File: src/rtl/store_buffer_if.sv
// Store-request and memory-write-port bundle for store_buffer.
// master: pipeline/memory side; slave: the buffer itself.
interface store_buffer_if #(
    parameter int unsigned DEPTH = 4
);
    logic                     st_valid;
    logic                     st_ready;
    logic [31:0]              st_addr;
    logic [31:0]              st_data;
    logic [1:0]               st_width;
    logic                     st_exc;
    logic [31:0]              exc_addr;
    logic                     mem_req;
    logic [31:0]              mem_addr;
    logic [31:0]              mem_wdata;
    logic [3:0]               mem_be;
    logic                     mem_ack;
    logic                     empty;
    logic [$clog2(DEPTH):0]   count;

    modport master (
        output st_valid, st_addr, st_data, st_width, mem_ack,
        input  st_ready, st_exc, exc_addr, mem_req, mem_addr, mem_wdata,
               mem_be, empty, count
    );

    modport slave (
        input  st_valid, st_addr, st_data, st_width, mem_ack,
        output st_ready, st_exc, exc_addr, mem_req, mem_addr, mem_wdata,
               mem_be, empty, count
    );
endinterface

File: src/rtl/store_buffer.sv
// Store buffer: alignment check, byte-lane formation and DEPTH-entry write FIFO.
// Optional STORE_MERGE_EN: legal stores to the tail entry's word merge into it.
module store_buffer #(
    parameter int unsigned DEPTH = 4
) (
    input  logic          clk,
    input  logic          reset,
    store_buffer_if.slave sb
);
    localparam int unsigned AW   = $clog2(DEPTH);
    localparam logic [AW:0] FULL = (AW+1)'(DEPTH);

    logic [29:0]   r_waddr [DEPTH];
    logic [31:0]   r_data  [DEPTH];
    logic [3:0]    r_be    [DEPTH];
    logic [AW-1:0] r_head;
    logic [AW-1:0] r_tail;
    logic [AW:0]   r_count;
    logic          r_exc;
    logic [31:0]   r_exc_addr;

    logic          w_accept;
    logic          w_legal;
    logic          w_push;
    logic          w_pop;
    logic          w_merge;
    logic [3:0]    w_be;
    logic [31:0]   w_data;

    always_comb begin
        w_legal = 1'b0;
        w_be    = '0;
        w_data  = sb.st_data;
        case (sb.st_width)
            2'b00: begin
                w_legal = (sb.st_addr[1:0] == 2'b00);
                w_be    = 4'b1111;
            end
            2'b01: begin
                w_legal = !sb.st_addr[0];
                w_be    = sb.st_addr[1] ? 4'b1100 : 4'b0011;
                w_data  = {2{sb.st_data[15:0]}};
            end
            2'b10: begin
                w_legal = 1'b1;
                w_be    = 4'b0001 << sb.st_addr[1:0];
                w_data  = {4{sb.st_data[7:0]}};
            end
            default: begin
                w_legal = 1'b0;
            end
        endcase
    end

    // Ready depends on count alone, so mem_ack never reaches st_ready combinationally.
    assign sb.st_ready = (r_count != FULL);
    assign w_accept    = sb.st_valid && sb.st_ready;
    assign w_pop       = (r_count != '0) && sb.mem_ack;

`ifdef STORE_MERGE_EN
    logic [AW-1:0] w_last;
    assign w_last  = r_tail - 1'b1;
    assign w_merge = w_accept && w_legal && (r_count >= (AW+1)'(2)) &&
                     (r_waddr[w_last] == sb.st_addr[31:2]);
`else
    assign w_merge = 1'b0;
`endif

    assign w_push = w_accept && w_legal && !w_merge;

    always_ff @(posedge clk or negedge reset) begin
        if (!reset) begin
            r_waddr    <= '{default: '0};
            r_data     <= '{default: '0};
            r_be       <= '{default: '0};
            r_head     <= '0;
            r_tail     <= '0;
            r_count    <= '0;
            r_exc      <= 1'b0;
            r_exc_addr <= '0;
        end else begin
            r_exc <= w_accept && !w_legal;
            if (w_accept && !w_legal) begin
                r_exc_addr <= sb.st_addr;
            end
            if (w_push) begin
                r_waddr[r_tail] <= sb.st_addr[31:2];
                r_data[r_tail]  <= w_data;
                r_be[r_tail]    <= w_be;
                r_tail          <= r_tail + 1'b1;
            end
`ifdef STORE_MERGE_EN
            // Tail is never the head here (count>=2), so a same-cycle pop cannot race it.
            if (w_merge) begin
                for (int unsigned i = 0; i < 4; i++) begin
                    if (w_be[i]) begin
                        r_data[w_last][8*i +: 8] <= w_data[8*i +: 8];
                    end
                end
                r_be[w_last] <= r_be[w_last] | w_be;
            end
`endif
            if (w_pop) begin
                r_head <= r_head + 1'b1;
            end
            case ({w_push, w_pop})
                2'b10:   r_count <= r_count + 1'b1;
                2'b01:   r_count <= r_count - 1'b1;
                default: r_count <= r_count;
            endcase
        end
    end

    assign sb.mem_req   = (r_count != '0);
    assign sb.empty     = (r_count == '0);
    assign sb.count     = r_count;
    assign sb.mem_addr  = {r_waddr[r_head], 2'b00};
    assign sb.mem_wdata = r_data[r_head];
    assign sb.mem_be    = r_be[r_head];
    assign sb.st_exc    = r_exc;
    assign sb.exc_addr  = r_exc_addr;
endmodule

File: src/flat_wrapper.sv
// flat-port wrapper written by rule: the top's interface ports become plain ports
module store_buffer_flat 
#(
    parameter int unsigned DEPTH = 4
)
  (clk, reset, sb_st_valid, sb_st_addr, sb_st_data, sb_st_width, sb_mem_ack, sb_st_ready, sb_st_exc, sb_exc_addr, sb_mem_req, sb_mem_addr, sb_mem_wdata, sb_mem_be, sb_empty, sb_count);
  store_buffer_if #(.DEPTH(DEPTH)) sb_i ();
  input  logic clk;
  input  logic reset;
  input wire logic [$bits(sb_i.st_valid)-1:0] sb_st_valid;
  input wire logic [$bits(sb_i.st_addr)-1:0] sb_st_addr;
  input wire logic [$bits(sb_i.st_data)-1:0] sb_st_data;
  input wire logic [$bits(sb_i.st_width)-1:0] sb_st_width;
  input wire logic [$bits(sb_i.mem_ack)-1:0] sb_mem_ack;
  output wire logic [$bits(sb_i.st_ready)-1:0] sb_st_ready;
  output wire logic [$bits(sb_i.st_exc)-1:0] sb_st_exc;
  output wire logic [$bits(sb_i.exc_addr)-1:0] sb_exc_addr;
  output wire logic [$bits(sb_i.mem_req)-1:0] sb_mem_req;
  output wire logic [$bits(sb_i.mem_addr)-1:0] sb_mem_addr;
  output wire logic [$bits(sb_i.mem_wdata)-1:0] sb_mem_wdata;
  output wire logic [$bits(sb_i.mem_be)-1:0] sb_mem_be;
  output wire logic [$bits(sb_i.empty)-1:0] sb_empty;
  output wire logic [$bits(sb_i.count)-1:0] sb_count;
  assign sb_i.st_valid = sb_st_valid;
  assign sb_i.st_addr = sb_st_addr;
  assign sb_i.st_data = sb_st_data;
  assign sb_i.st_width = sb_st_width;
  assign sb_i.mem_ack = sb_mem_ack;
  assign sb_st_ready = sb_i.st_ready;
  assign sb_st_exc = sb_i.st_exc;
  assign sb_exc_addr = sb_i.exc_addr;
  assign sb_mem_req = sb_i.mem_req;
  assign sb_mem_addr = sb_i.mem_addr;
  assign sb_mem_wdata = sb_i.mem_wdata;
  assign sb_mem_be = sb_i.mem_be;
  assign sb_empty = sb_i.empty;
  assign sb_count = sb_i.count;
  store_buffer #(.DEPTH(DEPTH)) u_core (.clk(clk), .reset(reset), .sb(sb_i));
endmodule
File: config.mk
export PLATFORM = sky130hd
export DESIGN_NAME = store_buffer_flat
export DESIGN_NICKNAME = d
export VERILOG_FILES = /design/src/rtl/store_buffer_if.sv /design/src/rtl/store_buffer.sv /design/src/flat_wrapper.sv
export SDC_FILE = /design/constraint.sdc
export NUM_CORES = 1
export LEC_CHECK = 0
export ABC_AREA = 1
export BUFFER_PORTS_ARGS = -buffer_cell sky130_fd_sc_hd__buf_4
export CORE_MARGIN = 4
export CORE_UTILIZATION = 55
export CTS_CLUSTER_SIZE = 24
export DETAILED_ROUTE_END_ITERATION = 7
export PLACE_DENSITY = 0.76
export SYNTH_ARGS = -nofsm -noshare
export SYNTH_HDL_FRONTEND = slang
export SYNTH_SLANG_ARGS = --single-unit
File: constraint.sdc
create_clock -name clk -period 4.5 [get_ports clk]
set_clock_uncertainty 0.2 [all_clocks]
set_input_delay 0.45 -clock clk [delete_from_list [all_inputs] [get_ports clk]]
set_output_delay 0.45 -clock clk [all_outputs]
set_load 0.01 [all_outputs]
==> metrics, run 1 <==
Final min period=3.63 ns; share of layout cells above drive strength 1=0.133; clock sinks=304; Die Width=170 um; vias in the first global route=13100; post-layout util=0.670; Post-CTS Setup Bufs=0; largest family of logic cells by synthesized area=simple AND/OR/NAND/NOR gates; Max Cap Viol=0; GRT Total Usage=0.291; Syn Inst Count=1826; RSZ-0062 raised after global routing=false; Vias=13400; fin cells=roughly 2300; M2 GR Usage=0.467; Simple-Gate Fraction of Synth Area=0.322; slew at the pin with the worst max-slew slack=1.11 ns; critical path arrival=2.98 ns; Mapped Area=14400 sq um; final instance area=about 17000 sq um; # setup viols final=0; # fillers=approximately 2100; # port buffers=~170; Most Used Layer, Global Route=met2; total power=between 10 and 15 mW; die height=170 um; crit end category=output pin; Yosys warning count=0; worst reg-to-reg path cell count=7; fraction of synthesized area in multiplexers=0; Synth cell types=25; die area=28800 sq um; Initial Utilization=0.565; slack of the worst reg-to-reg path=1.98 ns; final wirelength=about 43000 um; Net count, final=2033; worst r2r dst=u_core.r_waddr[94]; hold path startpoint=sb_st_addr[1]; drc violations=0; core area=between 20000 and 30000 sq um; post-DP HPWL=~24000 um; PwrDens=approximately 750 nW/um^2; Worst EP required=3.85 ns; Inserted Clock Buffers=31; Startpoint Class=flop; Worst R2R Start=u_core.sb.count[0]; CTS tree=yes; initial antenna violation count=0; Skew-Pair Late Insertion Delay=0.57 ns; Synth Area in XOR/XNOR=0.00183; hold slack=0.0168 ns; met3 usage=0.0568; leakage power=9.01 nW; Placement Cell Area=15600 sq um; Critical path origin=u_core.r_head[0]; CP max FO=72; drt via density=5.81; syn_area_per_cell=roughly 7.9 sq um; clk buf depth=3; ANT cells=0; f_max=275 MHz; register bit total from synthesis=304; Final TNS setup=0 ns; DRT iter0 DRCs=1772; sequential share of the synthesized area=0.529; P&R area growth vs syn=18.6%; most common cell after layout, fill and taps aside=nand2_1; Worst-path clk slew=0.06 ns; Worst IR Drop VDD=427 uV; Slew HR=0.262; Synth Area in Compound Gates=0.0798; HP Class=input pin to flop; wire per inst=18.5 um; outcome=finished, final reports clean; fin. max-slew vios=0; GR met1 Demand/Resource=0.408; Placed Cells=2211; Initial DRT Pass Iterations=6; most frequent cells in the layout=711 x nand2_1, 302 x dfrtp_1, 275 x nand3_1; Crit Path Class=flop to output pin; DRT antenna net count=0; Site Rows=58; first-pass GRT wire length=a little under 70000 um; Fin. Hold Viols=0; pre-CTS WS=1.44 ns; Final Cycle Share=0.807; H-tree levels=1; grt ovf=0; Placer Congestion=approximately 0.85; Top Ports=177; crit path to=sb_mem_wdata[11]; Synth Area in Adders=0.00922; CTS root buffer=clkbuf_16; worst setup margin=0.869 ns; pin count of the biggest net entering global routing=between 200 and 300
==> kinds of logic after synthesis <==
kind of cell,Yosys count
AO/OA/AOI/OAI,210
flip-flops,304
buffers and inverters,163
AND/OR/NAND/NOR,1135
adder cells (fa/ha/maj),10
other,1
XOR/XNOR,3
==> worst min-delay path by stage <==
| stage | slack, ns | depth (start not counted) | to |
|---|---|---|---|
| after floorplan | -0.05 | 0 | u_core.r_be[0] |
| after global placement | 0.26 | 2 | u_core.r_waddr[75] |
| after detailed placement | 0.26 | 2 | u_core.r_waddr[75] |
| after CTS | 0.007 | 3 | u_core.sb.exc_addr[1] |
| after global routing | 0.03 | 3 | u_core.sb.exc_addr[0] |
| final | 0.02 | 3 | u_core.sb.exc_addr[1] |
==> area by class of cell <==
type                    instances  area [sq um]  area share
clock buffers                  46           912      0.0534
clock inverters                12           175      0.0103
inverters                      20          77.6     0.00455
multi-input cells            1360          5950       0.349
flip-flops and latches        304          7610       0.446
well taps                     330           413      0.0242
repair buffers                236          1930       0.113
==> critical path, stage by stage (launching register included) <==
cell     delay [ns]
dfrtp_4        0.92
buf_4          0.67
o21ai_0        0.20
o22ai_1        0.39
buf_4          0.20
==> power by group <==
part,switching [mW],internal [mW],leakage [nW]
clock,1.09,1.63,0.541
sequential,0.727,3.89,3.88
combinational,3.34,2.11,4.59
total,5.16,7.63,9.01
==> layer usage <==
metal  routed length [um]  up-vias  share of wire
met5                    0        -              0
met4                  977        0          0.023
met3                 4040       87          0.095
met2                20100      658           0.47
met1                17600     6460           0.41
li1                     -     6196              -
==> flip-flops by register name, summed over array words and instances, names as in the netlist <==
signal	flops
u_core.sb.count	3
u_core.r_be	16
u_core.sb.exc_addr	32
u_core.r_head	2
u_core.r_tail	2
u_core.r_data	128
u_core.sb.st_exc	1
u_core.r_waddr	120
==> timing repair <==
action / in CTS / in global routing
endpoints found under the setup margin: 0 / 0
hold endpoints to repair: 298 / 0
resized for setup: 0 / 0
hold buffers: 39 / 0
==> Yosys cell counts (all sizes together) <==
cell    count  share of area
nand2     712           0.19
dfrtp     304           0.53
nand3     275          0.096
nor2      143          0.038
o21ai     137          0.048
buf        78          0.036
o22ai      66          0.029
clkbuf     65          0.017
inv        20         0.0052
ha          9         0.0078
a21oi       6         0.0029
nand4       4         0.0017
xor2        2         0.0012
a21o        1        0.00052
conb        1        0.00026
fa          1         0.0014
or2         1        0.00044
xnor2       1        0.00061
(Power assumes the default switching activity.)
==> run 2: changes to the inputs <==
==> constraint.sdc (replaced) <==
create_clock -name clk -period 3.7 [get_ports clk]
set_clock_uncertainty 0.2 [all_clocks]
set_input_delay 0.37 -clock clk [delete_from_list [all_inputs] [get_ports clk]]
set_output_delay 0.37 -clock clk [all_outputs]
set_load 0.01 [all_outputs]
==> run 2 against run 1 <==
  * Final area rose by 0.18%
  * Critical path depth grew 1
  * Power increased by 21%
  * Count of clock-buffer cells in the layout shrank 5
==> metrics, run 2 (same netlist as run 1, synthesis figures left out) <==
vias in the first global route=12700; Startpoint Class=flop; RSZ-0062 raised after global routing=false; Slew HR=0.219; clock sinks=304; PwrDens=907 nW/um^2; f_max=330 MHz; pin count of the biggest net entering global routing=268; Placement Cell Area=~16000 sq um; crit end category=output pin; CTS tree=yes; Skew-Pair Late Insertion Delay=0.56 ns; Final Cycle Share=0.820; most common cell after layout, fill and taps aside=nand2_1; Worst IR Drop VDD=732 uV; # port buffers=174; core area=25500 sq um; Max Cap Viol=0; clk buf depth=3; hold slack=0.0384 ns; outcome=finished, final reports clean; pre-CTS WS=around 0.76 ns; HP Class=input pin to flop; die height=170 um; most flop-heavy register=u_core.r_data; Initial Utilization=0.565; grt ovf=0; Placer Congestion=about 0.90; Worst-path clk slew=0.06 ns; drc violations=0; post-DP HPWL=23100 um; leakage power=9.03 nW; slack of the worst reg-to-reg path=1.14 ns; Crit Path Class=flop to output pin; DRT antenna net count=0; critical path arrival=2.46 ns; Initial DRT Pass Iterations=5; P&R area growth vs syn=18.9%; fin. max-slew vios=0; Inserted Clock Buffers=31; final wirelength=42000 um; die area=28800 sq um; Net count, final=just over 2000; final instance area=between 15000 and 20000 sq um; worst setup margin=0.667 ns; Top Ports=177; Die Width=approximately 170 um; slew at the pin with the worst max-slew slack=1.17 ns; Vias=13300; Resized cells post-CTS=0; Fin. Hold Viols=0; Final TNS setup=0 ns; max reg flops=128; ANT cells=0; DRT iter0 DRCs=1643; initial antenna violation count=0; first-pass GRT wire length=between 60000 and 70000 um; Final min period=3.03 ns; Worst EP required=3.13 ns; wire per inst=18.2 um; drt via density=5.75; CTS root buffer=clkbuf_16; share of layout cells above drive strength 1=0.136; H-tree levels=1; Post-CTS Setup Bufs=0; CP max FO=57; total power=approximately 16 mW; GRT Total Usage=0.286; Site Rows=58; most frequent cells in the layout=711 x nand2_1, 302 x dfrtp_1, 275 x nand3_1; # setup viols final=0
-- run 2: changes by cell type in the layout (fill, tap and decap cells not counted), sizes merged --
| cell | change |
|---|---|
| buf | +4 |
| clkbuf | -5 |
| clkinv | -1 |
| clkinvlp | +2 |
| dlygate4sd3 | +2 |
-- run 2: metal layers --
metal,vias to the layer above,wire length (um),track usage
li1,6193,-,-
met1,6384,17900,0.420
met2,636,19500,0.455
met3,76,3670,0.0389
met4,0,979,0.0742
met5,-,0,0
-- run 2: critical path, cell delays in order, from the launching register on --
cell     delay [ns]
dfrtp_4        0.49
inv_4          0.50
buf_12         0.32
o21ai_0        0.12
o22ai_1        0.26
buf_4          0.18
-- run 2: power breakdown --
part / switching (mW) / internal, mW / total (mW)
combinational: 4.16 / 2.58 / 6.74
sequential: 0.762 / 4.74 / 5.50
clock: 1.30 / 1.96 / 3.26
total: 6.22 / 9.28 / 15.5
-- run 2: cell type report --
cell class | count | area [sq um]
timing repair buffer | 242 | 1980
multi-input combinational | 1360 | 5950
tap | 330 | 413
sequential | 304 | 7610
inverter | 20 | 77.6
clock inverter | 13 | 174
fill | 2107 | 8370
clock buffer | 41 | 893
-- run 2: metrics by stage --
| stage | util | instances |
|---|---|---|
| 6_report | 0.671 | 2310 |
| 5_1_grt | 0.671 | 2310 |
| 4_1_cts | 0.671 | 2310 |
| 3_5_place_dp | 0.613 | 2215 |
| 3_3_place_gp | 0.613 | 2215 |
| 2_1_floorplan | - | 1827 |
-- run 2: timing repair --
| item | CTS | global route |
|---|---|---|
| endpoints found under the hold margin | 253 | 0 |
| hold buffers | 41 | 0 |
| endpoints found under the setup margin | 0 | 0 |
-- run 2: final timing paths --
| check | from | endpoint | cells past startpoint |
|---|---|---|---|
| worst min register to register | u_core.r_waddr[84] | u_core.r_waddr[84] | 2 |
| worst max register to register | u_core.sb.count[0] | u_core.r_waddr[25] | 7 |
| min in group asynchronous | reset | u_core.r_data[40] | 2 |
| worst min-delay path | sb_st_data[16] | u_core.r_data[48] | 5 |
| worst max-delay path | u_core.r_head[0] | sb_mem_addr[28] | 5 |
| max in group asynchronous | reset | u_core.r_data[1] | 3 |
==> run 3: changes to the inputs <==
--- a/config.mk
+++ b/config.mk
@@ -8,10 +8,10 @@
 export ABC_AREA = 1
 export BUFFER_PORTS_ARGS = -buffer_cell sky130_fd_sc_hd__buf_4
 export CORE_MARGIN = 4
-export CORE_UTILIZATION = 55
+export CORE_UTILIZATION = 53
 export CTS_CLUSTER_SIZE = 24
 export DETAILED_ROUTE_END_ITERATION = 7
-export PLACE_DENSITY = 0.76
+export PLACE_DENSITY = 0.77
 export SYNTH_ARGS = -nofsm -noshare
 export SYNTH_HDL_FRONTEND = slang
 export SYNTH_SLANG_ARGS = --single-unit
==> constraint.sdc (replaced) <==
create_clock -name clk -period 2.5 [get_ports clk]
set_clock_uncertainty 0.2 [all_clocks]
set_input_delay 0.25 -clock clk [delete_from_list [all_inputs] [get_ports clk]]
set_output_delay 0.25 -clock clk [all_outputs]
set_load 0.01 [all_outputs]
==> run 3 against run 2 <==
  * Setup slack worse by 0.62 ns
  * Sequential cell count unchanged
  * Sequential power grew 49%
  * Largest power group unchanged
==> metrics, run 3 (same netlist as run 1, synthesis figures left out) <==
Final TNS setup=0 ns; max reg flops=~130; ANT cells=0; Worst IR Drop VDD=900 uV; DRT antenna net count=0; sw power=~9.5 mW; Startpoint Class=flop; f_max=407 MHz; Worst EP required=2.05 ns; most frequent cells in the layout=711 x nand2_1, 302 x dfrtp_1, 275 x nand3_1; grt ovf=0; clock sinks=between 300 and 400; Placed Cells=2245; post-layout util=0.656; slew at the pin with the worst max-slew slack=around 0.75 ns; Die Width=about 170 um; CP max FO=37; Initial Utilization=0.537; pin count of the biggest net entering global routing=182; fin cells=~2400; post-DP HPWL=between 20000 and 25000 um; DRT iter0 DRCs=1669; critical path arrival=around 2 ns; Vias=approximately 14000; Worst-path clk slew=0.06 ns; die area=slightly below 30000 sq um; CTS root buffer=clkbuf_16; CTS tree=yes; Top Ports=roughly 180; first-pass GRT wire length=roughly 71000 um; fin. max-slew vios=0; drt via density=5.81; HP Class=input pin to asynchronous set/reset pin; wire per inst=between 15 and 20 um; leakage power=9.24 nW; Flop pwr share=0.353; H-tree levels=1; most common cell after layout, fill and taps aside=nand2_1; Site Rows=60; RSZ-0062 raised after global routing=true; Inserted Clock Buffers=31; Critical path origin=u_core.r_head[1]; total power=23.2 mW; GRT Total Usage=0.284; Fin. Hold Viols=0; Final min period=2.46 ns; vias in the first global route=13400; P&R area growth vs syn=22.2%; # fillers=2171; Slew HR=0.498; Placement Cell Area=15900 sq um; Final Cycle Share=0.982; Placer Congestion=roughly 0.9; initial antenna violation count=0; Skew-Pair Late Insertion Delay=between 0.5 and 0.6 ns; Crit Path Class=flop to output pin; Max Cap Viol=0; final instance area=17600 sq um; outcome=finished, final reports clean; Worst R2R Start=u_core.sb.count[1]; logic gate share of total power=0.453; final wirelength=44000 um; PwrDens=~1300 nW/um^2; Initial DRT Pass Iterations=6; crit end category=output pin; internal power=between 10 and 15 mW; sw frac=0.407; # port buffers=roughly 170; most flop-heavy register=u_core.r_data; Net count, final=2081; share of layout cells above drive strength 1=0.145; die height=173 um; drc violations=0; clock network power share=0.193; core area=between 20000 and 30000 sq um; clk buf depth=3; # setup viols final=0
## run 3: per-layer routing
| metal | up-vias | GRT usage | part of all wire |
|---|---|---|---|
| met5 | - | 0 | 0 |
| li1 | 6272 | - | - |
| met4 | 0 | 0.0911 | 0.029 |
| met3 | 96 | 0.0540 | 0.095 |
| met1 | 6645 | 0.388 | 0.41 |
| met2 | 728 | 0.465 | 0.47 |
## run 3: repair_timing
action / 4_1_cts / 5_1_grt
hold buffers: 62 / 0
gates resized for setup: 9 / 13
hold endpoints to repair: 566 / 0
setup endpoints to repair: 45 / 13
buffers inserted: 2 / 0
## run 3: per-stage QoR
stage | setup slack [ns] | hold WS (ns)
final | 0.0439 | 0.00981
after global routing | -0.0155 | 0.0199
after CTS | 0.0120 | 0.00341
after detailed placement | 0.0308 | 0.00434
after global placement | 0.0742 | 0.00161
after floorplan | 0.116 | -0.246
## run 3: area by class of cell
cell class                 instances  area (sq um)  area share
inverter                          20          78.8     0.00448
timing repair buffer             284          2480       0.141
clock inverter                     6          57.6     0.00327
tap                              341           427      0.0243
sequential                       304          7610       0.433
multi-input combinational       1360          6020       0.342
clock buffer                      49           913      0.0519
## run 3: power groups by stage
stage               Sequential [mW]  Combinational, mW  Clock (mW)
global route                   8.43               11.5        4.76
CTS                            8.15               10.4        4.53
floorplan                      8.00               5.86           0
global placement               8.15               9.88           0
detailed placement             8.20               10.1           0
finish                         8.20               10.5        4.48
## run 3: worst max-delay path: stages, from the launching register on
cell and delay (ns):
dfrtp_4 0.55, inv_4 0.10, buf_12 0.22, o21ai_0 0.16, o22ai_2 0.22, buf_4 0.17
## run 3: path summary, 6_finish.rpt
kind / endpoint / slack [ns] / depth (start not counted)
hold / removal: u_core.r_head[1] / 0.01 / 2
max in group asynchronous: u_core.r_waddr[70] / 1.21 / 3
setup reg to reg: u_core.sb.count[2] / 0.23 / 11
min in group clk: u_core.r_data[26] / 0.03 / 5
hold reg to reg: u_core.r_waddr[74] / 0.27 / 2
setup / recovery: sb_mem_be[0] / 0.04 / 5
